**src/rtl/shake_pkg.sv**
```systemverilog
// Shared types and constants for the SHAKE absorb path: FSM state encoding,
// rate sizes in 64-bit words and the padding bytes.
package shake_pkg;

  typedef enum logic [2:0] {
    IDLE      = 3'd0,
    LOAD      = 3'd1,
    PAD_FIRST = 3'd2,
    PAD_ZERO  = 3'd3,
    HANDOFF   = 3'd4
  } state_t;

  localparam int RATE128_WORDS = 21;
  localparam int RATE256_WORDS = 17;

  localparam logic [7:0] SHAKE_DS = 8'h1F;
  localparam logic [7:0] PAD_END  = 8'h80;

endpackage

```
**src/rtl/shake_pad_word.sv**
```systemverilog
// Combinational word formatter: masks the final message word and inserts the
// SHAKE domain suffix and the closing 0x80 bit of the pad10*1 rule.
module shake_pad_word
  import shake_pkg::*;
#(
  parameter int DATA_W = 64
) (
  input  logic [DATA_W-1:0] data,
  input  logic [2:0]        n_bytes,
  input  logic              is_last_msg,
  input  logic              is_pad_first,
  input  logic              last_w,
  output logic [DATA_W-1:0] word
);

  // Select between pass-through, pad-only word and masked final message word
  always_comb begin
    word = data;
    if (is_pad_first) begin
      word = '0;
      word[7:0] = SHAKE_DS;
      if (last_w) begin
        word[DATA_W-1 -: 8] = PAD_END;
      end else begin
        word[DATA_W-1 -: 8] = 8'h00;
      end
    end else if (is_last_msg && (n_bytes != 3'd0)) begin
      // Bytes below n keep message data; byte n carries the suffix; the rest are zero
      for (int k = 0; k < DATA_W / 8; k++) begin
        if (k < int'(n_bytes)) begin
          word[8*k +: 8] = data[8*k +: 8];
        end else if (k == int'(n_bytes)) begin
          word[8*k +: 8] = SHAKE_DS;
        end else begin
          word[8*k +: 8] = 8'h00;
        end
      end
      if (last_w) begin
        word[DATA_W-1 -: 8] = word[DATA_W-1 -: 8] | PAD_END;
      end else begin
        word[DATA_W-1 -: 8] = word[DATA_W-1 -: 8];
      end
    end else begin
      word = data;
    end
  end

endmodule

```
**src/rtl/absorb_fsm.sv**
```systemverilog
// Input-side controller of the SHAKE core: accepts message words, writes them
// padded into the rate buffer and hands full blocks to the permutation.
module absorb_fsm
  import shake_pkg::*;
#(
  parameter int DATA_W = 64,
  parameter int IDX_W  = 5
) (
  input  logic              clk,
  input  logic              rst,
  input  logic              start_in,
  input  logic              mode_in,
  input  logic              valid_in,
  output logic              ready_out,
  input  logic [DATA_W-1:0] data_in,
  input  logic              last_in,
  input  logic [2:0]        last_bytes_in,
  output logic              buf_we,
  output logic [IDX_W-1:0]  buf_idx,
  output logic [DATA_W-1:0] buf_data,
  output logic              block_valid,
  input  logic              block_ready,
  output logic              block_last,
  output logic              absorb_done
);

  state_t             state_r;
  logic [IDX_W-1:0]   idx_r;
  logic               mode_r;
  logic               pad_pending_r;
  logic               last_flag_r;

  logic [IDX_W-1:0]   rate_m1_s;
  logic               last_w_s;
  logic               accept_s;
  logic [DATA_W-1:0]  pad_in_s;
  logic [DATA_W-1:0]  pad_word_s;

  assign rate_m1_s = mode_r ? IDX_W'(RATE256_WORDS - 1) : IDX_W'(RATE128_WORDS - 1);
  assign last_w_s  = (idx_r == rate_m1_s);
  assign accept_s  = (state_r == LOAD) && valid_in;

  // Padding-only words feed a zero word, carrying the closing bit on the last lane
  always_comb begin
    pad_in_s = data_in;
    if (state_r == PAD_ZERO) begin
      if (last_w_s) begin
        pad_in_s = {PAD_END, {(DATA_W-8){1'b0}}};
      end else begin
        pad_in_s = '0;
      end
    end else begin
      pad_in_s = data_in;
    end
  end

  shake_pad_word #(
    .DATA_W (DATA_W)
  ) u_pad (
    .data         (pad_in_s),
    .n_bytes      (last_bytes_in),
    .is_last_msg  (accept_s && last_in),
    .is_pad_first (state_r == PAD_FIRST),
    .last_w       (last_w_s),
    .word         (pad_word_s)
  );

  // Outputs decode directly from the state/flag registers; buffer write is zero-latency
  always_comb begin
    ready_out   = (state_r == LOAD);
    buf_we      = accept_s || (state_r == PAD_FIRST) || (state_r == PAD_ZERO);
    buf_idx     = buf_we ? idx_r : '0;
    buf_data    = buf_we ? pad_word_s : '0;
    block_valid = (state_r == HANDOFF);
    block_last  = (state_r == HANDOFF) && last_flag_r;
    absorb_done = (state_r == HANDOFF) && last_flag_r && block_ready;
  end

  // Absorb sequencing: word index, mode, pending-pad and final-block flags
  always_ff @(posedge clk) begin
    if (!rst) begin
      state_r       <= IDLE;
      idx_r         <= '0;
      mode_r        <= 1'b0;
      pad_pending_r <= 1'b0;
      last_flag_r   <= 1'b0;
    end else begin
      case (state_r)
        IDLE: begin
          if (start_in) begin
            mode_r        <= mode_in;
            idx_r         <= '0;
            pad_pending_r <= 1'b0;
            last_flag_r   <= 1'b0;
            state_r       <= LOAD;
          end
        end
        LOAD: begin
          if (valid_in) begin
            if (!last_in) begin
              if (last_w_s) begin
                last_flag_r <= 1'b0;
                state_r     <= HANDOFF;
              end else begin
                idx_r <= idx_r + IDX_W'(1);
              end
            end else if (last_bytes_in != 3'd0) begin
              if (last_w_s) begin
                last_flag_r <= 1'b1;
                state_r     <= HANDOFF;
              end else begin
                idx_r   <= idx_r + IDX_W'(1);
                state_r <= PAD_ZERO;
              end
            end else begin
              // A full final word that closes the block pushes the suffix into a fresh block
              if (last_w_s) begin
                pad_pending_r <= 1'b1;
                last_flag_r   <= 1'b0;
                state_r       <= HANDOFF;
              end else begin
                idx_r   <= idx_r + IDX_W'(1);
                state_r <= PAD_FIRST;
              end
            end
          end
        end
        PAD_FIRST: begin
          if (last_w_s) begin
            last_flag_r <= 1'b1;
            state_r     <= HANDOFF;
          end else begin
            idx_r   <= idx_r + IDX_W'(1);
            state_r <= PAD_ZERO;
          end
        end
        PAD_ZERO: begin
          if (last_w_s) begin
            last_flag_r <= 1'b1;
            state_r     <= HANDOFF;
          end else begin
            idx_r <= idx_r + IDX_W'(1);
          end
        end
        HANDOFF: begin
          if (block_ready) begin
            idx_r <= '0;
            if (last_flag_r) begin
              state_r <= IDLE;
            end else if (pad_pending_r) begin
              pad_pending_r <= 1'b0;
              state_r       <= PAD_FIRST;
            end else begin
              state_r <= LOAD;
            end
          end
        end
        default: begin
          state_r <= IDLE;
        end
      endcase
    end
  end

endmodule

```
**config.mk**
```make
export PLATFORM = sky130hd
export DESIGN_NAME = absorb_fsm
export DESIGN_NICKNAME = d
export VERILOG_FILES = /design/src/rtl/shake_pkg.sv /design/src/rtl/shake_pad_word.sv /design/src/rtl/absorb_fsm.sv
export SDC_FILE = /design/constraint.sdc
export NUM_CORES = 1
export LEC_CHECK = 0
export ABC_AREA = 1
export ABC_CLOCK_PERIOD_IN_PS = 5200
export BUFFER_PORTS_ARGS = -buffer_cell sky130_fd_sc_hd__buf_2
export CELL_PAD_IN_SITES_DETAIL_PLACEMENT = 1
export CELL_PAD_IN_SITES_GLOBAL_PLACEMENT = 2
export CORE_MARGIN = 2
export CORE_UTILIZATION = 17
export CTS_BUF_LIST = sky130_fd_sc_hd__clkbuf_8
export CTS_CLUSTER_SIZE = 28
export DETAILED_ROUTE_END_ITERATION = 8
export GPL_TIMING_DRIVEN = 0
export PLACE_DENSITY = 0.95
export SYNTH_ARGS = -nofsm -noshare
export SYNTH_HDL_FRONTEND = slang
export SYNTH_SLANG_ARGS = --single-unit
```
**constraint.sdc**
```tcl
create_clock -name clk -period 5.2 [get_ports clk]
set_input_delay 1.3 -clock clk [delete_from_list [all_inputs] [get_ports clk]]
set_output_delay 1.3 -clock clk [all_outputs]
set_load 0.05 [all_outputs]
```
; ---- Yosys cells after proc, flatten, opt, wreduce, memory -nomap -nowiden
; Cells that the tools add are included.
[op_classes]
n_addsub = 1
mul = 0
n_div = 0
n_lt_le_gt_ge = 7
n_eq_ne = 19
shifts = 0
muxes = 54
n_bitwise = 0
n_reduce_logical = 19
[ops]
columns = operator, count
row1 = $mux 64, 5
row2 = $mux 8, 9
row3 = $mux 5, 13
row4 = $mux 3, 9
row5 = $pmux 5 s4, 1
row6 = $pmux 3 s5, 1
row7 = $eq 3x3->1 const A, 4
row8 = $mux 1, 12
row9 = $lt 3x3->1 const A, 3
row10 = $reduce_bool 3->1, 3
row11 = $ne 2x2->1 const B, 4
row12 = $reduce_and 8->1, 1
row13 = $eq 2x3->1 const A, 2
row14 = $eq 3x2->1 const B, 2
row15 = $logic_not 3->1, 2
row16 = $lt 1x3->1 const A, 2
row17 = $lt 2x3->1 const A, 2
row18 = $ne 2x1->1 const B, 3
row19 = $pmux 1 s3, 2
row20 = $reduce_and 3->1, 2
row21 = $add 5x1->5 const B, 1
row22 = $eq 5x5->1, 1
row23 = $logic_and 1x1->1, 5
row24 = $mux 2, 2
row25 = 8 further kinds, 9
[totals]
ff_bits = 11
latch_bits = 0
mem_bits_rw = 0
romBits = 0
in_bits = 74
output_inout_bits = 74
n_memories = 0

; ---- Depth between registers and ports, before layout
; Gate-level depths: netlist of run 1.
[logic_depth]
ltp_word = 8
mapped_depth = 11
mapped_depth_nobuf = 11

; ---- Cells and area by module
; Synthesis of run 1 repeated with hierarchy kept, for this count alone.
[hier_totals]
hier_cells = 579
area_unflattened_um2 = 2722.6
[modules_own_cells]
columns = mod, instances, cells_per_inst, area_per_inst_um2
row1 = absorb_fsm, 1, 406, 1929.4
row2 = shake_pad_word, 1, 173, 793.3

; ---- Worst setup path before layout of run 1
; Ideal clock, no wire load.
[synth_timing]
kind = input to output
start = input port last_bytes_in[0]
end = output port buf_data[32]
t_arrival_ps = 2877
required_time_ps = 3900
slack_ps = 1023
path_stages = 9
n_path_buf = 0
path_cell_list = nor2_1 > nand2_1 > nand2_2 > inv_2 > nand2_4 > nor2_8 > inv_2 > nand2_1 > a21oi_1
[synth_between]
elab_chain_cells = 6
word_cells_on_any_way = 9
classes_between = order compare (1) / eq/ne (1) / mux (5) / reduce/logical (2)
[synth_rtl]
columns = item, line
row1 = from (decl), absorb_fsm.sv:17  ; input logic [2:0] last_bytes_in,
row2 = branches (longest 3 deep; another with $lt 3x3->1), n/a
row3 = $mux 64 *, shake_pad_word.sv:27  ; end else if (is_last_msg && (n_bytes != 3'd0)) begin
row4 = $mux 64 *, shake_pad_word.sv:19  ; if (is_pad_first) begin
row5 = $mux 64 *, absorb_fsm.sv:73  ; buf_data = buf_we ? pad_word_s : '0;
row6 = to (decl), absorb_fsm.sv:20  ; output logic [DATA_W-1:0] buf_data,
; Every way passes the cells marked *.

; ---- Worst setup path after layout of run 1
[layout_timing]
start = input port last_bytes_in[0]
end = output port buf_data[44]
; The elaborated chain is that of the path after synthesis.

==> impl_results.md, run 1 <==
* Required @ worst endpoint at 3900 ps
* IO Port Bufs at 147
* First-pass GRT wire length at 10900 µm
* Initial Utilization at 17.7%
* CTS tree: yes
* Fin. max-slew vios at 0
* Vert. Die Dim at 99.7 µm
* WL met3 at 402 µm
* Std-Cell Rows at 34
* Fill cell count at 1220
* Relative slew margins at 71.1%
* Distinct cell type count after synthesis at 28
* # DRC at 0
* Hold Crit Class: reg2reg
* H-tree Lvls at 1
* Die ar. at 9940 µm²
* Synth Instances at 295
* N_diodes at 0
* Yosys top cell by area: nor2_1
* Largest net degree at the start of global routing at 11
* Largest fanout on the critical path at 9
* Seq cells post-synth at 11
* Fmax at 240 MHz
* Layout area overhead at 58.8%
* Peak supply drop at 175 µV
* Sw Share at 68.8%
* Syn Area/Cell at 5.28 µm²
* R2R depth at 10
* Die width at 99.7 µm
* Mapped cell area at 1560 µm²
* Setup tns final at 0 ps
* Status: finished clean
* Worst slew pin tran at 434 ps
* Post-synth EDFFs at 0
* Critical path depth at 11
* Most numerous cell in the Yosys netlist: nor2_1
* Layout cells sized above 1 at 40.6%
* Total power at 1270 µW
* Setup crit start kind: input pin
* Critical path's top delay family: simple AND/OR/NAND/NOR gates
* Max-Cap Viols at 0
* Switching power at 875 µW
* Combinational share of power at 82.7%
* Commonest cells post-synth: 68 x nor2_1, 65 x nand2_1, 44 x a21oi_1
* Yosys warns at 0
* Crit Path Category: in2out
* Vias in the first global route at 2327
* Post-Synth Adder-Cell Area at 1.61%
* Sink Count at 11
* Drt wl/cell at 12.7 µm
* Compound-cell area share of the yosys netlist at 19.5%
* Maximum single-stage delay on the critical path at 270 ps
* PD cells at 514 nW/µm²
* Post-synth top flop: dfxtp_1
* TritonCTS Buffers at 3
* Finished Cell Area at 2470 µm²
* Post-CTS setup buffer count at 0
* Leak Pwr at 0.00155 µW
* RD Place Congestion at 0.799
* CTS Root Cell: clkbuf_8
* Met2 routed WL at 3480 µm
* Post-synthesis simple-gate area fraction at 52.0%
* Mux share of post-synthesis cell area at 0%
* Final Hold Vio Count at 0
* Drt first pass iters at 4
* Detail Route Antenna Nets at 0
* Seq/Total Area, Yosys at 14.1%
* Clock latency on the worst-skew pair at 240 ps
* Post_cts resized at 0
* Synth area leaders: nor2_1 16%, nand2_1 16%, a21oi_1 14%
* Post-Synth XOR/XNOR Area at 0.563%
* Iteration-0 DRC Markers at 59
* Hold Slack at 476 ps
* Routed wire length at 7040 µm
* Final worst path period need at 4160 ps
* Crit end category: output pin
* Worst hold stages at 2
* Dpl cell area at 2430 µm²
* Crit share post-route at 80.0%
* Clock power frac at 6.7%
* Total gr overflow at 0
* Routed vias/inst at 4.36
* Yosys top cell area share at 16.4%
* Crit-path cells: buf_2 > nor2_1 > nand2_1 > nand2_2 > inv_2 > nand2_4 > inv_2 > nand2_4 > nand3_2 > nor2_1 > buf_2
* Pre-CTS setup slack at 1010 ps
* CTS Buffer Depth at 2
* Largest family of logic cells by synthesized area: simple AND/OR/NAND/NOR gates
* WP data arrival at 2860 ps
* Clock slew at reported path FFs at 50 ps
* # IOs at 148
* Asr flop ratio synth at 0%
* Core box area at 8810 µm²
* Buf+Inv Stages, Crit Path at 4
* Crit-path slowest cell: buf_2
* M1 wire length at 3110 µm
* Mapped Nets at 371
* RSZ-0062 raised after global routing: no
* Endpoints failing setup at 0
* Antenna violations before repair at 0
* Cell Int Power at 396 µW
* Reg power frac at 10.6%
* Nets at 523
* Final worst slack at 1040 ps
* CTS Hold Bufs at 0
* Highest Signal Layer: met4
* Via count at 2418
* Tot GR Track Use at 13.2%
* Setup Skew at 0.957 ps
* Dpl hpwl at 6030 µm
==> cells by family (layout without fill, tap and decap cells) <==
group	Yosys count	after routing
flops	11	11
buf+inv	48	199
compound gates	57	57
fa+ha+maj	2	2
simple gates	176	176
xor+xnor	1	1
==> routing by layer <==
metal	vias up	global-route usage, %
met5	-	0
met4	0	2.85
met3	4	1.69
met2	82	23.9
met1	1090	16.7
li1	1242	-
==> sequential cells by signal, summed over array words and instances (netlist names) <==
name and flops:
pad_pending_r 1, idx_r 5, mode_r 1, last_flag_r 1, state_r 3
==> tightest hold or removal path, stage by stage, from the launching register on <==
cell and delay [ps]:
dfxtp_1 310, inv_1 70, a21oi_1 60
==> final timing paths <==
check / from / end / slack (ps)
setup / recovery: last_bytes_in[0] / buf_data[44] / 1040
hold / removal: mode_r / mode_r / 480
setup reg to reg: idx_r[0] / idx_r[0] / 3450
hold reg to reg: mode_r / mode_r / 480
==> area by class of cell <==
type	count	area [µm²]	area share [%]
Timing Repair Buffer	147	736	29.8
Clock inverter	1	3.75	0.152
Tap cell	108	135	5.47
Sequential cell	11	220	8.91
Clock buffer	3	41.3	1.67
Inverter	42	163	6.58
Buffer	6	26.3	1.06
Multi-Input combinational cell	236	1150	46.4
==> power groups by stage <==
stage,Sequential [µW],Clock (µW),Combinational [µW]
after CTS,134,86.3,1060
after floorplan,128,0,808
after global routing,139,92.2,1130
final,135,85.7,1050
after detailed placement,136,0,1060
after global placement,134,0,1040
==> cell usage in the layout (no fill, tap or decap), types with 4 or more instances in the layout <==
cell     count
nand2_4      5
o21ai_0      8
nand2_2      4
nor2_1      68
nor2_2       5
nand2_1     65
inv_1       36
a21oi_1     44
inv_2        5
buf_2      150
dfxtp_1     11
nand3_1     18
==> stage by stage <==
step,std cells,utilization (%)
after floorplan,295,-
after global placement,550,27.6
after detailed placement,550,27.6
after CTS,554,28.1
after global routing,554,28.1
final,554,28.1
Power figures use the tool's default switching activity.
==> inputs of run 2 (changes only) <==
--- a/config.mk
+++ b/config.mk
@@ -6,17 +6,17 @@
 export NUM_CORES = 1
 export LEC_CHECK = 0
 export ABC_AREA = 1
-export ABC_CLOCK_PERIOD_IN_PS = 5200
+export ABC_CLOCK_PERIOD_IN_PS = 4250
 export BUFFER_PORTS_ARGS = -buffer_cell sky130_fd_sc_hd__buf_2
 export CELL_PAD_IN_SITES_DETAIL_PLACEMENT = 1
 export CELL_PAD_IN_SITES_GLOBAL_PLACEMENT = 2
 export CORE_MARGIN = 2
-export CORE_UTILIZATION = 17
+export CORE_UTILIZATION = 15
 export CTS_BUF_LIST = sky130_fd_sc_hd__clkbuf_8
 export CTS_CLUSTER_SIZE = 28
 export DETAILED_ROUTE_END_ITERATION = 8
 export GPL_TIMING_DRIVEN = 0
-export PLACE_DENSITY = 0.95
+export PLACE_DENSITY = 0.88
 export SYNTH_ARGS = -nofsm -noshare
 export SYNTH_HDL_FRONTEND = slang
 export SYNTH_SLANG_ARGS = --single-unit
==> constraint.sdc (replaced) <==
create_clock -name clk -period 4.25 [get_ports clk]
set_input_delay 1.0625 -clock clk [delete_from_list [all_inputs] [get_ports clk]]
set_output_delay 1.0625 -clock clk [all_outputs]
set_load 0.05 [all_outputs]
==> run 2 against run 1 <==
Effect of this change: register-to-register slack lost 980 ps; first-iteration DRC count up 110%; final area grew 1.4%; global-route usage shrank 1.1 points; core utilization decreased by 3.5 points; clock power increased by 23%; largest cell class unchanged.
==> impl_results.md, run 2 (synthesis results as in run 1) <==
* Dpl hpwl at 6270 µm (was 6030 µm)
* Hold Slack at 467 ps (was 476 ps)
* Tot GR Track Use at 12.1% (was 13.2%)
* Required @ worst endpoint at 3190 ps (was 3900 ps)
* CTS Hold Bufs at 0 (unchanged)
* Fmax at 265 MHz
* Initial Utilization at 15.3% (was 17.7%)
* Clock slew at reported path FFs at 50 ps (about the same)
* Routed wire length at 7200 µm (was 7040 µm)
* CTS tree: yes (unchanged)
* Met3 GRT Util at 1.36% (was 1.69%)
* Via count at 2416 (was 2418)
* Met2 usage at 22.4% (was 23.9%)
* Max-Cap Viols at 0 (unchanged)
* Clock latency on the worst-skew pair at 240 ps (about the same)
* N_diodes at 0 (unchanged)
* Core box area at 10200 µm² (was 8810 µm²)
* Worst slew pin tran at 422 ps (was 434 ps)
* CTS Root Cell: clkbuf_8 (unchanged)
* Fin. max-slew vios at 0 (unchanged)
* CTS Buffer Depth at 2 (unchanged)
* Largest register FFs at 5 (unchanged)
* First-pass GRT wire length at 11300 µm (was 10900 µm)
* H-tree Lvls at 1 (unchanged)
* Nets at 523 (unchanged)
* Die ar. at 11200 µm² (was 9940 µm²)
* Crit share post-route at 88.7%
* Die width at 106 µm (was 99.7 µm)
* PD cells at 620 nW/µm² (was 514 nW/µm²)
* Post-CTS setup buffer count at 0 (unchanged)
* Crit Path Category: in2out (unchanged)
* Vias in the first global route at 2358 (was 2327)
* Vert. Die Dim at 106 µm (was 99.7 µm)
* Largest Register: idx_r (unchanged)
* Drt wl/cell at 12.4 µm (was 12.7 µm)
* Status: finished clean (unchanged)
* Leak Pwr at 0.00155 µW (unchanged)
* TritonCTS Buffers at 3 (unchanged)
* Detail Route Antenna Nets at 0 (unchanged)
* Setup Skew at 3.19 ps (was 0.957 ps)
* # DRC at 0 (unchanged)
* Routed vias/inst at 4.15 (was 4.36)
* WP data arrival at 2710 ps (was 2860 ps)
* Leading cell type in the layout, fill and taps excluded: buf_2 (unchanged)
* # IOs at 148 (unchanged)
* Iteration-0 DRC Markers at 125 (was 59)
* IO Port Bufs at 147 (unchanged)
* RSZ-0062 raised after global routing: no (unchanged)
* Crit end category: output pin (unchanged)
* Layout cells sized above 1 at 40.6% (unchanged)
* Final worst path period need at 3770 ps
* Final Hold Vio Count at 0 (unchanged)
* Most Crowded Layer GR: met2 (unchanged)
* GR Layer Usage met1 at 15.1% (was 16.7%)
* Setup crit start kind: input pin (unchanged)
* Layout area overhead at 61.1% (was 58.8%)
* Sink Count at 11 (unchanged)
* Relative slew margins at 71.9% (was 71.1%)
* RD Place Congestion at 0.831 (was 0.799)
* Total power at 1550 µW (was 1270 µW)
* Peak supply drop at 150 µV (was 175 µV)
* Largest registers: idx_r: 5 flops, state_r: 3 flops (unchanged)
* Utilization after layout at 24.6% (was 28.1%)
* Most frequent cells in the layout: 150 x buf_2, 68 x nor2_1, 65 x nand2_1 (unchanged)
* Antenna violations before repair at 0 (unchanged)
* Post_cts resized at 0 (unchanged)
* Std-Cell Rows at 37 (was 34)
* Endpoints failing setup at 0 (unchanged)
* Drt first pass iters at 4 (unchanged)
* Setup tns final at 0 ps (unchanged)
* Total gr overflow at 0 (unchanged)
* Largest net degree at the start of global routing at 11 (unchanged)
* Hold Crit Class: reg2reg (unchanged)
* Largest fanout on the critical path at 9 (unchanged)
-- run 2: cell counts in the layout (fill, tap and decap cells not counted) --
Identical to the previous run, type by type.
-- run 2: final cells by class --
class / instances / area (µm²)
Buffer: 6 / 26.3
Clock buffer: 3 / 41.3
Clock inverter: 1 / 3.75
Fill cell: 1383 / 7680
Inverter: 42 / 163
Multi-Input combinational cell: 236 / 1150
Sequential cell: 11 / 220
Tap cell: 136 / 170
Timing Repair Buffer: 147 / 736
-- run 2: critical path, cell delays in order --
cell and delay, ps:
buf_2 130, nor2_1 270, nand2_1 150, nand2_2 120, inv_2 50, nand2_4 140, inv_2 130, nand2_4 120
nand3_2 130, nor2_1 120, buf_2 270
-- run 2: metrics by stage --
| stage | std cells | setup slack, ps | cell area, µm² |
|---|---|---|---|
| floorplan | 295 | 548 | 1560 |
| global placement | 578 | 533 | 2460 |
| detailed placement | 578 | 469 | 2460 |
| CTS | 582 | 466 | 2510 |
| global route | 582 | 304 | 2510 |
| finish | 582 | 482 | 2510 |
-- run 2: worst paths after layout --
| check | startpoint | end | slack, ps | cells after the start |
|---|---|---|---|---|
| worst min-delay path | mode_r | mode_r | 470 | 2 |
| worst min register to register | mode_r | mode_r | 470 | 2 |
| worst max-delay path | last_bytes_in[0] | buf_data[40] | 480 | 11 |
| worst max register to register | idx_r[0] | idx_r[0] | 2470 | 10 |
-- run 2: routing by layer --
metal	share of wire, %	routed length (µm)
met5	0	0
met4	0.96	69
met3	5.0	359
met2	50	3610
met1	44	3160
-- run 2: power by group --
part           switching, µW  total [µW]  internal (µW)  leakage [µW]
sequential              34.3         164            130     0.0000899
combinational            993        1290            292       0.00144
clock                   41.2         105           63.6     0.0000269
